<file path="src/rtl/serial_adder_ctrl_pkg.sv">
// Shared types and sizing helpers for the digit-serial adder controller.
package serial_add_pkg;

  // Default operand/sum width.
  localparam int DEFAULT_WIDTH = 8;

  // Number of bits the slice consumes per cycle.
  localparam int DIGIT_BITS = 2;

  // Controller states.
  typedef enum logic [1:0] {
    IDLE = 2'd0,
    BUSY = 2'd1,
    DONE = 2'd2
  } state_t;

  // Number of slice passes needed for a given width.
  function automatic int calc_n(input int width);
    return width / DIGIT_BITS;
  endfunction

  // Pass-counter width. Never less than one bit, so WIDTH=2 still has a counter.
  function automatic int calc_cnt_w(input int width);
    int n;
    n = width / DIGIT_BITS;
    if (n <= 1) begin
      return 1;
    end else begin
      return $clog2(n);
    end
  endfunction

endpackage

</file>
<file path="src/rtl/serial_adder_ctrl_if.sv">
// Operand/result handshake bundle for the digit-serial adder controller.
interface serial_adder_ctrl_if
  import serial_add_pkg::*;
#(
  parameter int WIDTH = DEFAULT_WIDTH
) ();

  logic             start_valid;
  logic             start_ready;
  logic [WIDTH-1:0] a;
  logic [WIDTH-1:0] b;
  logic             c_in;
  logic             done_valid;
  logic             done_ready;
  logic [WIDTH-1:0] sum;
  logic             c_out;
  logic             busy;

  // Operand source / result consumer side.
  modport master (
    output start_valid, a, b, c_in, done_ready,
    input  start_ready, done_valid, sum, c_out, busy
  );

  // Adder controller side.
  modport slave (
    input  start_valid, a, b, c_in, done_ready,
    output start_ready, done_valid, sum, c_out, busy
  );

endinterface

</file>
<file path="src/rtl/serial_adder_ctrl_slice.sv">
// Combinational 2-bit full adder; the only arithmetic in the serial adder.
module adder2_slice (
  input  logic [1:0] a,
  input  logic [1:0] b,
  input  logic       cin,
  output logic [1:0] s,
  output logic       cout
);

  logic [2:0] total_s;

  // Add the two digits and the incoming carry at three-bit precision.
  always_comb begin
    total_s = {1'b0, a} + {1'b0, b} + {2'b00, cin};
  end

  assign s    = total_s[1:0];
  assign cout = total_s[2];

endmodule

</file>
<file path="src/rtl/serial_adder_ctrl.sv">
// Digit-serial WIDTH-bit adder: one 2-bit slice reused low digit to high,
// with valid/ready handshakes on the operand and result sides.
module serial_adder_ctrl
  import serial_add_pkg::*;
#(
  parameter int WIDTH = DEFAULT_WIDTH
) (
  input  logic                 clk,
  input  logic                 rst,
  serial_adder_ctrl_if.slave   bus
);

  localparam int N       = calc_n(WIDTH);
  localparam int CNT_W   = calc_cnt_w(WIDTH);
  localparam int SUM_TOP = WIDTH - DIGIT_BITS;

  localparam logic [CNT_W-1:0] CNT_LAST = CNT_W'(N - 1);
  localparam logic [CNT_W-1:0] CNT_ONE  = CNT_W'(1);
  localparam logic [CNT_W-1:0] CNT_ZERO = '0;

  state_t            state_r;
  state_t            state_s;
  logic [WIDTH-1:0]  a_sh_r;
  logic [WIDTH-1:0]  b_sh_r;
  logic [WIDTH-1:0]  sum_sh_r;
  logic              carry_r;
  logic [CNT_W-1:0]  cnt_r;
  logic [WIDTH-1:0]  sum_r;
  logic              c_out_r;

  logic [1:0]        slice_s;
  logic              slice_cout_s;
  logic [WIDTH-1:0]  sum_sh_next_s;
  logic              accept_s;
  logic              last_pass_s;

  adder2_slice u_slice (
    .a    (a_sh_r[1:0]),
    .b    (b_sh_r[1:0]),
    .cin  (carry_r),
    .s    (slice_s),
    .cout (slice_cout_s)
  );

  // Handshake qualifiers and the next partial-sum image (new digit enters at the top).
  always_comb begin
    accept_s      = (state_r == IDLE) && bus.start_valid;
    last_pass_s   = (state_r == BUSY) && (cnt_r == CNT_LAST);
    sum_sh_next_s = (sum_sh_r >> 2'd2) | (WIDTH'(slice_s) << SUM_TOP);
  end

  // Next-state decode: accept in IDLE, N passes in BUSY, hold result until taken.
  always_comb begin
    state_s = state_r;
    case (state_r)
      IDLE: begin
        if (bus.start_valid) begin
          state_s = BUSY;
        end else begin
          state_s = IDLE;
        end
      end
      BUSY: begin
        if (cnt_r == CNT_LAST) begin
          state_s = DONE;
        end else begin
          state_s = BUSY;
        end
      end
      DONE: begin
        if (bus.done_ready) begin
          state_s = IDLE;
        end else begin
          state_s = DONE;
        end
      end
      default: begin
        state_s = IDLE;
      end
    endcase
  end

  // State register; reset aborts any operation in flight.
  always_ff @(posedge clk or posedge rst) begin
    if (rst) begin
      state_r <= IDLE;
    end else begin
      state_r <= state_s;
    end
  end

  // Operand shifters, carry and pass counter.
  always_ff @(posedge clk or posedge rst) begin
    if (rst) begin
      a_sh_r   <= '0;
      b_sh_r   <= '0;
      sum_sh_r <= '0;
      carry_r  <= 1'b0;
      cnt_r    <= CNT_ZERO;
    end else begin
      case (state_r)
        IDLE: begin
          if (accept_s) begin
            a_sh_r  <= bus.a;
            b_sh_r  <= bus.b;
            carry_r <= bus.c_in;
            cnt_r   <= CNT_ZERO;
          end else begin
            cnt_r   <= cnt_r;
          end
        end
        BUSY: begin
          a_sh_r   <= a_sh_r >> 2'd2;
          b_sh_r   <= b_sh_r >> 2'd2;
          sum_sh_r <= sum_sh_next_s;
          carry_r  <= slice_cout_s;
          cnt_r    <= cnt_r + CNT_ONE;
        end
        DONE: begin
          cnt_r <= cnt_r;
        end
        default: begin
          cnt_r <= CNT_ZERO;
        end
      endcase
    end
  end

  // Result registers: updated only on the final pass so they stay stable in DONE and IDLE.
  always_ff @(posedge clk or posedge rst) begin
    if (rst) begin
      sum_r   <= '0;
      c_out_r <= 1'b0;
    end else if (last_pass_s) begin
      sum_r   <= sum_sh_next_s;
      c_out_r <= slice_cout_s;
    end else begin
      sum_r   <= sum_r;
      c_out_r <= c_out_r;
    end
  end

  // Outputs come only from registered state.
  assign bus.start_ready = (state_r == IDLE);
  assign bus.done_valid  = (state_r == DONE);
  assign bus.busy        = (state_r == BUSY);
  assign bus.sum         = sum_r;
  assign bus.c_out       = c_out_r;

endmodule
</file>
<file path="src/flat_wrapper.sv">
// flat-port wrapper written by rule: the top's interface ports become plain ports
module serial_adder_ctrl_flat import serial_add_pkg::*;
#(
  parameter int WIDTH = DEFAULT_WIDTH
)
  (clk, rst, bus_start_valid, bus_a, bus_b, bus_c_in, bus_done_ready, bus_start_ready, bus_done_valid, bus_sum, bus_c_out, bus_busy);
  serial_adder_ctrl_if #(.WIDTH(WIDTH)) bus_i ();
  input  logic clk;
  input  logic rst;
  input wire logic [$bits(bus_i.start_valid)-1:0] bus_start_valid;
  input wire logic [$bits(bus_i.a)-1:0] bus_a;
  input wire logic [$bits(bus_i.b)-1:0] bus_b;
  input wire logic [$bits(bus_i.c_in)-1:0] bus_c_in;
  input wire logic [$bits(bus_i.done_ready)-1:0] bus_done_ready;
  output wire logic [$bits(bus_i.start_ready)-1:0] bus_start_ready;
  output wire logic [$bits(bus_i.done_valid)-1:0] bus_done_valid;
  output wire logic [$bits(bus_i.sum)-1:0] bus_sum;
  output wire logic [$bits(bus_i.c_out)-1:0] bus_c_out;
  output wire logic [$bits(bus_i.busy)-1:0] bus_busy;
  assign bus_i.start_valid = bus_start_valid;
  assign bus_i.a = bus_a;
  assign bus_i.b = bus_b;
  assign bus_i.c_in = bus_c_in;
  assign bus_i.done_ready = bus_done_ready;
  assign bus_start_ready = bus_i.start_ready;
  assign bus_done_valid = bus_i.done_valid;
  assign bus_sum = bus_i.sum;
  assign bus_c_out = bus_i.c_out;
  assign bus_busy = bus_i.busy;
  serial_adder_ctrl #(.WIDTH(WIDTH)) u_core (.clk(clk), .rst(rst), .bus(bus_i));
endmodule
</file>
<file path="config.mk">
export PLATFORM = sky130hd
export DESIGN_NAME = serial_adder_ctrl_flat
export DESIGN_NICKNAME = d
export VERILOG_FILES = /design/src/rtl/serial_adder_ctrl_pkg.sv /design/src/rtl/serial_adder_ctrl_if.sv /design/src/rtl/serial_adder_ctrl_slice.sv /design/src/rtl/serial_adder_ctrl.sv /design/src/flat_wrapper.sv
export SDC_FILE = /design/constraint.sdc
export NUM_CORES = 1
export LEC_CHECK = 0
export ABC_AREA = 1
export CAP_MARGIN = 20
export CELL_PAD_IN_SITES_DETAIL_PLACEMENT = 1
export CELL_PAD_IN_SITES_GLOBAL_PLACEMENT = 2
export CORE_MARGIN = 5
export CORE_UTILIZATION = 30
export DETAILED_ROUTE_END_ITERATION = 10
export PLACE_DENSITY = 0.84
export SYNTH_ARGS = -nofsm -noshare
export SYNTH_HDL_FRONTEND = slang
export SYNTH_SLANG_ARGS = --single-unit
</file>
<file path="constraint.sdc">
create_clock -name clk -period 2 [get_ports clk]
set_input_delay 0.3 -clock clk [delete_from_list [all_inputs] [get_ports clk]]
set_output_delay 0.3 -clock clk [all_outputs]
set_load 0.01 [all_outputs]
</file>
# After elaboration in Yosys (flattened, before gate mapping)
# Cells that the tools add are included.
[word_totals] regBits=38 input_bits=21 out_inout_bits=12 word_cells=35
[op_classes] addsub=3 eq_ne=4 muxes=12 bitwise_logic=2 n_reduce_logical=6
[ops] op="8-bit one-hot mux with 2 select lines" n=2
[ops] op="8-bit two-way mux" n=2
[ops] op="2-bit one-hot mux with 3 select lines" n=2
[ops] op="6-bit by 8-bit OR with 8-bit output" n=1
[ops] op="2-bit two-way mux" n=3
[ops] op="2-bit == test (second input constant)" n=2
[ops] op="2-bit AND reduction" n=2
[ops] op="2-bit by 2-bit adder with 3-bit output" n=1
[ops] op="3-bit by 1-bit adder with 3-bit output" n=1
[ops] op="2-bit by 1-bit adder with 2-bit output (second input constant)" n=1
[ops] op="2-bit by 1-bit == test with 1-bit output (second input constant)" n=1
[ops] op="1-bit logical AND" n=2
[ops] op="2-bit zero test" n=1
[ops] op="1-bit two-way mux" n=2
[ops] op="2-bit by 1-bit != test with 1-bit output (second input constant)" n=1
[ops] op="1-bit one-hot mux with 2 select lines" n=1
[ops] op="2-bit nonzero test" n=1
[ops] op="1-bit inverter" n=1

# Longest topological paths before layout
# Gate-level depths: netlist of the first run.
[depth] word_depth=4 mapped_depth=7 mapped_depth_nobuf=6

# Cells and area by module
# From an unflattened synthesis of the first run, not the netlist that was laid out.
[unflattened] cells_unflattened=206 area_unflattened_um2=1730.4
[modules_own_cells] mod="serial_adder_ctrl" instances=1 cells_per_inst=196 area_per_inst_um2=1660.3 seq_area_each_um2=900.9
[modules_own_cells] mod="adder2_slice" instances=1 cells_per_inst=10 area_per_inst_um2=70.1 seq_area_each_um2=0.0

# Worst setup path after synthesis of the first run
# No wires, ideal clock.
[synth_path] path_kind="reg-to-reg" startpoint="reg u_core.carry_r" endpoint="reg u_core.carry_r" setup_ns=0.070 arrival_time_ns=1.539 required_ns=1.930 setup_slack_ns=0.391 stages_incl_launch_ff=6 path_buffers=0 synth_period_minus_slack_ns=1.609 path_cell_list="dfrtp_1 -> inv_1 -> fa_1 -> fa_1 -> or2_2 -> nand3_1"
[synth_between] elab_chain_len=2
[synth_lines] element="start, declared" line_no="serial_adder_ctrl.sv:26" rtl="logic carry_r;"
[synth_lines] element="start signal, assigned" line_no="serial_adder_ctrl.sv:106" rtl="carry_r <= bus.c_in;"
[synth_lines] element="start signal, assigned" line_no="serial_adder_ctrl.sv:116" rtl="carry_r <= slice_cout_s;"
[synth_lines] element="3-bit by 1-bit adder with 3-bit output" line_no="serial_adder_ctrl_slice.sv:14" rtl="total_s = {1'b0, a} + {1'b0, b} + {2'b00, cin};"
[synth_lines] element="1-bit one-hot mux with 2 select lines" line_no="serial_adder_ctrl.sv:101" rtl="case (state_r)"
# No other way between the ends.
# A chain may end at the register's enable or synchronous reset.

# Final worst setup path of the first run
[layout_path] startpoint="reg u_core.state_r[0]" endpoint="out bus_done_valid"
[layout_between] elab_chain_len=1
[layout_lines] element="start, declared" line_no="serial_adder_ctrl.sv:21" rtl="state_t state_r;"
[layout_lines] element="start signal, assigned" line_no="serial_adder_ctrl.sv:88" rtl="state_r <= state_s;"
[layout_lines] element="2-bit == test" line_no="serial_adder_ctrl.sv:145" rtl="assign bus.done_valid = (state_r == DONE);"
[layout_lines] element="end, declared" line_no="flat_wrapper.sv:16" rtl="output wire logic [$bits(bus_i.done_valid)-1:0] bus_done_valid;"
# No other way between the ends.

==> reports/results.ini, run 1 <==
[setup_path]
worstRegToRegCells=5
worstPathMaxFanout=4
worst_setup_path_start_kind=flip-flop
startpoint=u_core.state_r[0]
end_kind=primary output
critPathKind=flip-flop to primary output
slowest_stage=clkdlybuf4s50_1
cp.required_ns=1.70
worst_ep_arrival_time_ns=1.46
max_stage_delay_ns=0.53
crit_path_cell_trace=inv_2 -> nand2_1 -> inv_1 -> clkdlybuf4s50_1
rr_startpoint=u_core.carry_r
endpoint=bus_done_valid
ff2ff_setup_slack_ns=0.30
reg2reg_to=u_core.carry_r

[finish]
final_nets=257
layout_commonest_cell=nand2_1
final_util=0.400
syn_to_final_growth_pct=30.1
nFillCells=664
drive_above_1_share=0.111
stdcell_count=306
diodes=0
layout_common_cells=nand2_1, nand3_1, dfrtp_1, clkdlybuf4s50_1, inv_1

[synthesis]
yosysUniqueCellTypes=16
synth_seq_cells=36
synth-seq-area-share=0.535
ys_warn_count=0
syn_area_sq_um=1680
synth_area_per_cell_sq_um=8.54
synthesis.nets=221
syn_inst=197

[clock_tree]
postCtsHoldBufs=0
cts_buffer_depth=2
cts_tree=yes
cts_max_level=2
cts_buffers=5
clock-root-buffer=clkbuf_8
cts_resized=0
cts_sinks=36
clock_latency_ns=0.29
path_clk_slew_ns=0.08
postCtsSetupBuffers=0

[floorplanning]
num_rows=27
initial_core_util=0.307
coreArea_sq_um=5470
fp.dieW_um=84.9
die_h_um=84.9
die_area_sq_um=7210
ioPinCount=33

[detailed_routing]
dr.pass1.iters=4
vias_per_cell=4.55
drt_iter0_markers=67
drc=0
ant_nets=0
detail_route.wl_per_cell_um=13.1
routed_wl_mm=4.01
vias=1392

[place]
port_buffers=32
hpwl_mm=2.85
placed_cells=298
gp_congestion=0.692

[sta]
worst_clock_skew_ns=0.00672
max_slew_margin=0.695
min_period_over_period=0.880
fmax_mhz=568
hold_viol=0
tightest_slew_ns=0.457
period_needed_ns=1.76
rsz0062_at_grt=no
whs_ns=0.415
setup_tns_ns=0
final-setup-viol-count=0
slew_violations=0

[global_routing]
antenna_found_initial=0
grt_overflow=0
use_met2=0.196
grt_max_degree=37
gr-usage-all-layers=0.123
grt_pass1_wl_mm=7.09
globalRouteMet1Util=0.160
grt_pass1_vias=1482
grt_use_met3=0.0301
grt.busiest_layer=met2

[job]
drv_cap=0

[hold_path]
hold_class=input pin to asynchronous set/reset pin

[power]
power_mw=3.43
power_density_nw_per_um2=1570
p_leak_nw=1.09
irDropWorstVdd_v=0.000536

[status]
status=finished, final reports clean

==> worst max-delay path: cells and delay by family (launching register included) <==
family / cells / cell delay [ns]
AND/OR/NAND/NOR: 1 / 0.07
flip-flops: 1 / 0.41
buffers and inverters: 3 / 0.70
==> how the worst min path moves through the flow <==
stage	startpoint	endpoint	slack, ns	depth (start not counted)
global route	rst	u_core.sum_sh_r[5]	0.49	3
floorplan	bus_done_ready	u_core.state_r[1]	0.41	1
finish	rst	u_core.sum_sh_r[5]	0.42	3
detailed placement	u_core.bus.sum[0]	u_core.bus.sum[0]	0.47	2
global placement	u_core.bus.sum[0]	u_core.bus.sum[0]	0.46	2
CTS	rst	u_core.sum_sh_r[5]	0.43	3
==> power by group <==
part / switching (mW) / total [mW] / leakage (nW) / internal, mW
sequential: 0.183 / 1.23 / 0.459 / 1.05
combinational: 0.916 / 1.57 / 0.575 / 0.653
clock: 0.262 / 0.632 / 0.0552 / 0.370
total: 1.36 / 3.43 / 1.09 / 2.07
==> through the flow <==
step                      instance area, sq um  setup slack [ns]
final                                     2190             0.239
after global routing                      2190             0.157
after CTS                                 2190             0.220
after detailed placement                  2080             0.318
after global placement                    2080             0.375
after floorplan                           1680             0.391
==> flip-flops by register name (all words and copies together) (netlist names) <==
name,flops
u_core.cnt_r,2
u_core.state_r,2
u_core.a_sh_r,8
u_core.bus.sum,8
u_core.b_sh_r,8
u_core.sum_sh_r,6
u_core.carry_r,1
u_core.bus.c_out,1
==> metal layers <==
layer  routed length, um  up-vias
li1                    -      698
met1                1880      665
met2                1920       25
met3                 160        4
met4                  50        0
met5                   0        -
==> cell usage after synthesis <==
cell type  number  share of area
nand2_1        75           0.17
nand3_1        39           0.12
dfrtp_1        36           0.54
inv_1          12          0.027
o21ai_0         9          0.027
o21ai_2         7          0.036
buf_2           6          0.018
buf_4           3          0.013
fa_1            2          0.024
nand2_2         2         0.0074
buf_6           1         0.0067
ha_1            1         0.0074
inv_2           1         0.0022
nor2_1          1         0.0022
nor2_4          1         0.0067
or2_2           1         0.0037
==> kinds of logic (layout without fill, tap and decap cells) <==
family / after synthesis / in the layout / share of synthesized area
AOI/OAI and AO/OA: 16 / 16 / 0.0632
adders and majority gates: 3 / 3 / 0.0312
buffers and inverters: 23 / 60 / 0.0669
DFF: 36 / 36 / 0.535
and+or+nand+nor: 119 / 119 / 0.303
==> area by class of cell <==
type,instances,area (sq um),area share
flip-flops and latches,36,901,0.411
multi-input cells,138,669,0.306
repair buffers,39,373,0.170
well taps,72,90.1,0.0411
clock buffers,6,72.6,0.0331
inverters,13,48.8,0.0223
clock inverters,2,35.0,0.0160
Power figures use the tool's default switching activity.
==> inputs of run 2 (changes only) <==
Settings changed: PLACE_DENSITY 0.84 to 0.88.
==> run 2 against run 1 <==
Against the previous run:
- count of clock-buffer cells in the layout decreased by 1
- register-to-register slack is essentially flat
- die area is the same
- first-iteration DRC count is 13% lower
- via count fell by 1.7%
- final cell count down 0.33%
- routed wire length grew 0.95%
- sequential share of layout area shrank 1.0 points
- maximum frequency shrank 0.41%
- sequential power hardly changed
- utilization rose by 1.0 points
- total power increased by 8.3%
- critical path type unchanged
- largest power group unchanged
==> reports/results.ini, run 2 (synthesized netlist as in run 1, its figures left out) <==
[status]
status=finished, final reports clean  ; unchanged

[sta]
slew_violations=0  ; unchanged
hold_viol=0  ; unchanged
final-setup-viol-count=0  ; unchanged
whs_ns=0.403  ; was 0.415 ns
setup_tns_ns=0  ; unchanged
fmax_mhz=566  ; was 568 MHz
period_needed_ns=1.77  ; was 1.76 ns
rsz0062_at_grt=no  ; unchanged
worst_slack_ns=0.232  ; was 0.239 ns
worst_clock_skew_ns=0.00549  ; was 0.00672 ns
tightest_slew_ns=0.470  ; was 0.457 ns
max_slew_margin=0.687  ; was 0.695
min_period_over_period=0.884  ; was 0.880

[finish]
final_nets=256  ; was 257
stdcell_count=305  ; was 306
layout_common_cells=nand2_1, nand3_1, dfrtp_1, clkdlybuf4s50_1, inv_1  ; unchanged
final_util=0.410  ; was 0.400
diodes=0  ; unchanged
drive_above_1_share=0.112  ; was 0.111
seqCellArea_sq_um=901  ; unchanged
syn_to_final_growth_pct=33.5  ; was 30.1%
layout_commonest_cell=nand2_1  ; unchanged
multiInputGateArea_sq_um=669  ; unchanged
nFillCells=668  ; was 664

[floorplanning]
fp.dieW_um=84.9  ; unchanged
die_h_um=84.9  ; unchanged
num_rows=27  ; unchanged
coreArea_sq_um=5470  ; unchanged
die_area_sq_um=7210  ; unchanged
initial_core_util=0.307  ; unchanged
ioPinCount=33  ; unchanged

[clock_tree]
cts_tree=yes  ; unchanged
path_clk_slew_ns=0.07  ; was 0.08 ns
cts_buffer_depth=2  ; unchanged
cts_sinks=36  ; unchanged
postCtsSetupBuffers=0  ; unchanged
cts_resized=0  ; unchanged
cts_max_level=2  ; unchanged
postCtsHoldBufs=0  ; unchanged
clock_latency_ns=0.30  ; was 0.29 ns
clock-root-buffer=clkbuf_8  ; unchanged
cts_buffers=5  ; unchanged

[global_routing]
antenna_found_initial=0  ; unchanged
grt_max_degree=45  ; was 37
grt_overflow=0  ; unchanged
grt_pass1_wl_mm=6.83  ; was 7.09 mm
gr-usage-all-layers=0.119  ; was 0.123
grt_pass1_vias=1492  ; was 1482

[power]
p_sw_frac=0.370  ; was 0.396
sequentialPowerShare=0.330  ; was 0.359
power_density_nw_per_um2=1660  ; was 1570 nW/um^2
p_sw_mw=1.38  ; was 1.36 mW
clkPwrFrac=0.243  ; was 0.184
irDropWorstVdd_v=0.000867  ; was 0.000536 V
internal_power_mw=2.34  ; was 2.07 mW
p_leak_nw=1.11  ; was 1.09 nW
combinationalPowerShare=0.427  ; was 0.457

[place]
placed_cells=297  ; was 298
gp_congestion=0.701  ; was 0.692
dp_slack_ns=0.309  ; was 0.318 ns
port_buffers=32  ; unchanged
hpwl_mm=2.66  ; was 2.85 mm

[detailed_routing]
drc=0  ; unchanged
drt_iter0_markers=58  ; was 67
dr.pass1.iters=4  ; unchanged
vias_per_cell=4.49  ; was 4.55
vias=1368  ; was 1392
ant_nets=0  ; unchanged
detail_route.wl_per_cell_um=13.3  ; was 13.1 um
routed_wl_mm=4.05  ; was 4.01 mm

[setup_path]
cp.required_ns=1.70  ; about the same
worst_ep_arrival_time_ns=1.47  ; was 1.46 ns
end_kind=primary output  ; unchanged
critPathKind=flip-flop to primary output  ; unchanged
worstPathMaxFanout=4  ; unchanged
worstRegToRegCells=5  ; unchanged
worst_setup_path_start_kind=flip-flop  ; unchanged

[hold_path]
hold_class=input pin to asynchronous set/reset pin  ; unchanged

[job]
drv_cap=0  ; unchanged

## run 2: path summary, 6_finish.rpt
kind,end,slack [ns],from
worst max-delay path,bus_done_valid,0.23,u_core.state_r[0]
worst min-delay path,u_core.bus.sum[5],0.40,rst
worst max register to register,u_core.carry_r,0.30,u_core.carry_r
worst min register to register,u_core.bus.sum[1],0.48,u_core.bus.sum[1]
max in group asynchronous,u_core.a_sh_r[7],1.26,rst
min in group clk,u_core.bus.sum[1],0.48,u_core.bus.sum[1]
## run 2: layout make-up
cell class	count	share of cell area
inverters	13	0.0217
well taps	72	0.0401
repair buffers	38	0.168
clock buffers	5	0.0306
flip-flops and latches	36	0.401
multi-input cells	138	0.298
clock inverters	3	0.0401
## run 2: power by group through the flow
stage	Sequential (mW)	Clock, mW	Combinational (mW)
6_report	1.23	0.904	1.59
5_1_grt	1.26	0.952	1.80
4_1_cts	1.23	0.927	1.64
3_5_place_dp	1.24	0	1.62
3_3_place_gp	1.23	0	1.57
2_1_floorplan	1.24	0	1.02
## run 2: per-layer routing
layer,global-route usage,vias to the layer above,wire (um)
met4,0.0518,0,83
met5,0,-,0
li1,-,696,-
met2,0.198,25,1950
met3,0.0369,7,195
met1,0.143,640,1820
## run 2: per-stage QoR
stage / total power, mW / instance area [sq um]
6_report: 3.72 / 2250
5_1_grt: 4.01 / 2250
4_1_cts: 3.79 / 2250
3_5_place_dp: 2.86 / 2090
3_3_place_gp: 2.80 / 2090
2_1_floorplan: 2.27 / 1680
## run 2: worst max-delay path: stages (launching register included)
cell             delay [ns]
dfrtp_1                0.40
inv_2                  0.11
nand2_1                0.08
inv_1                  0.06
clkdlybuf4s50_1        0.53
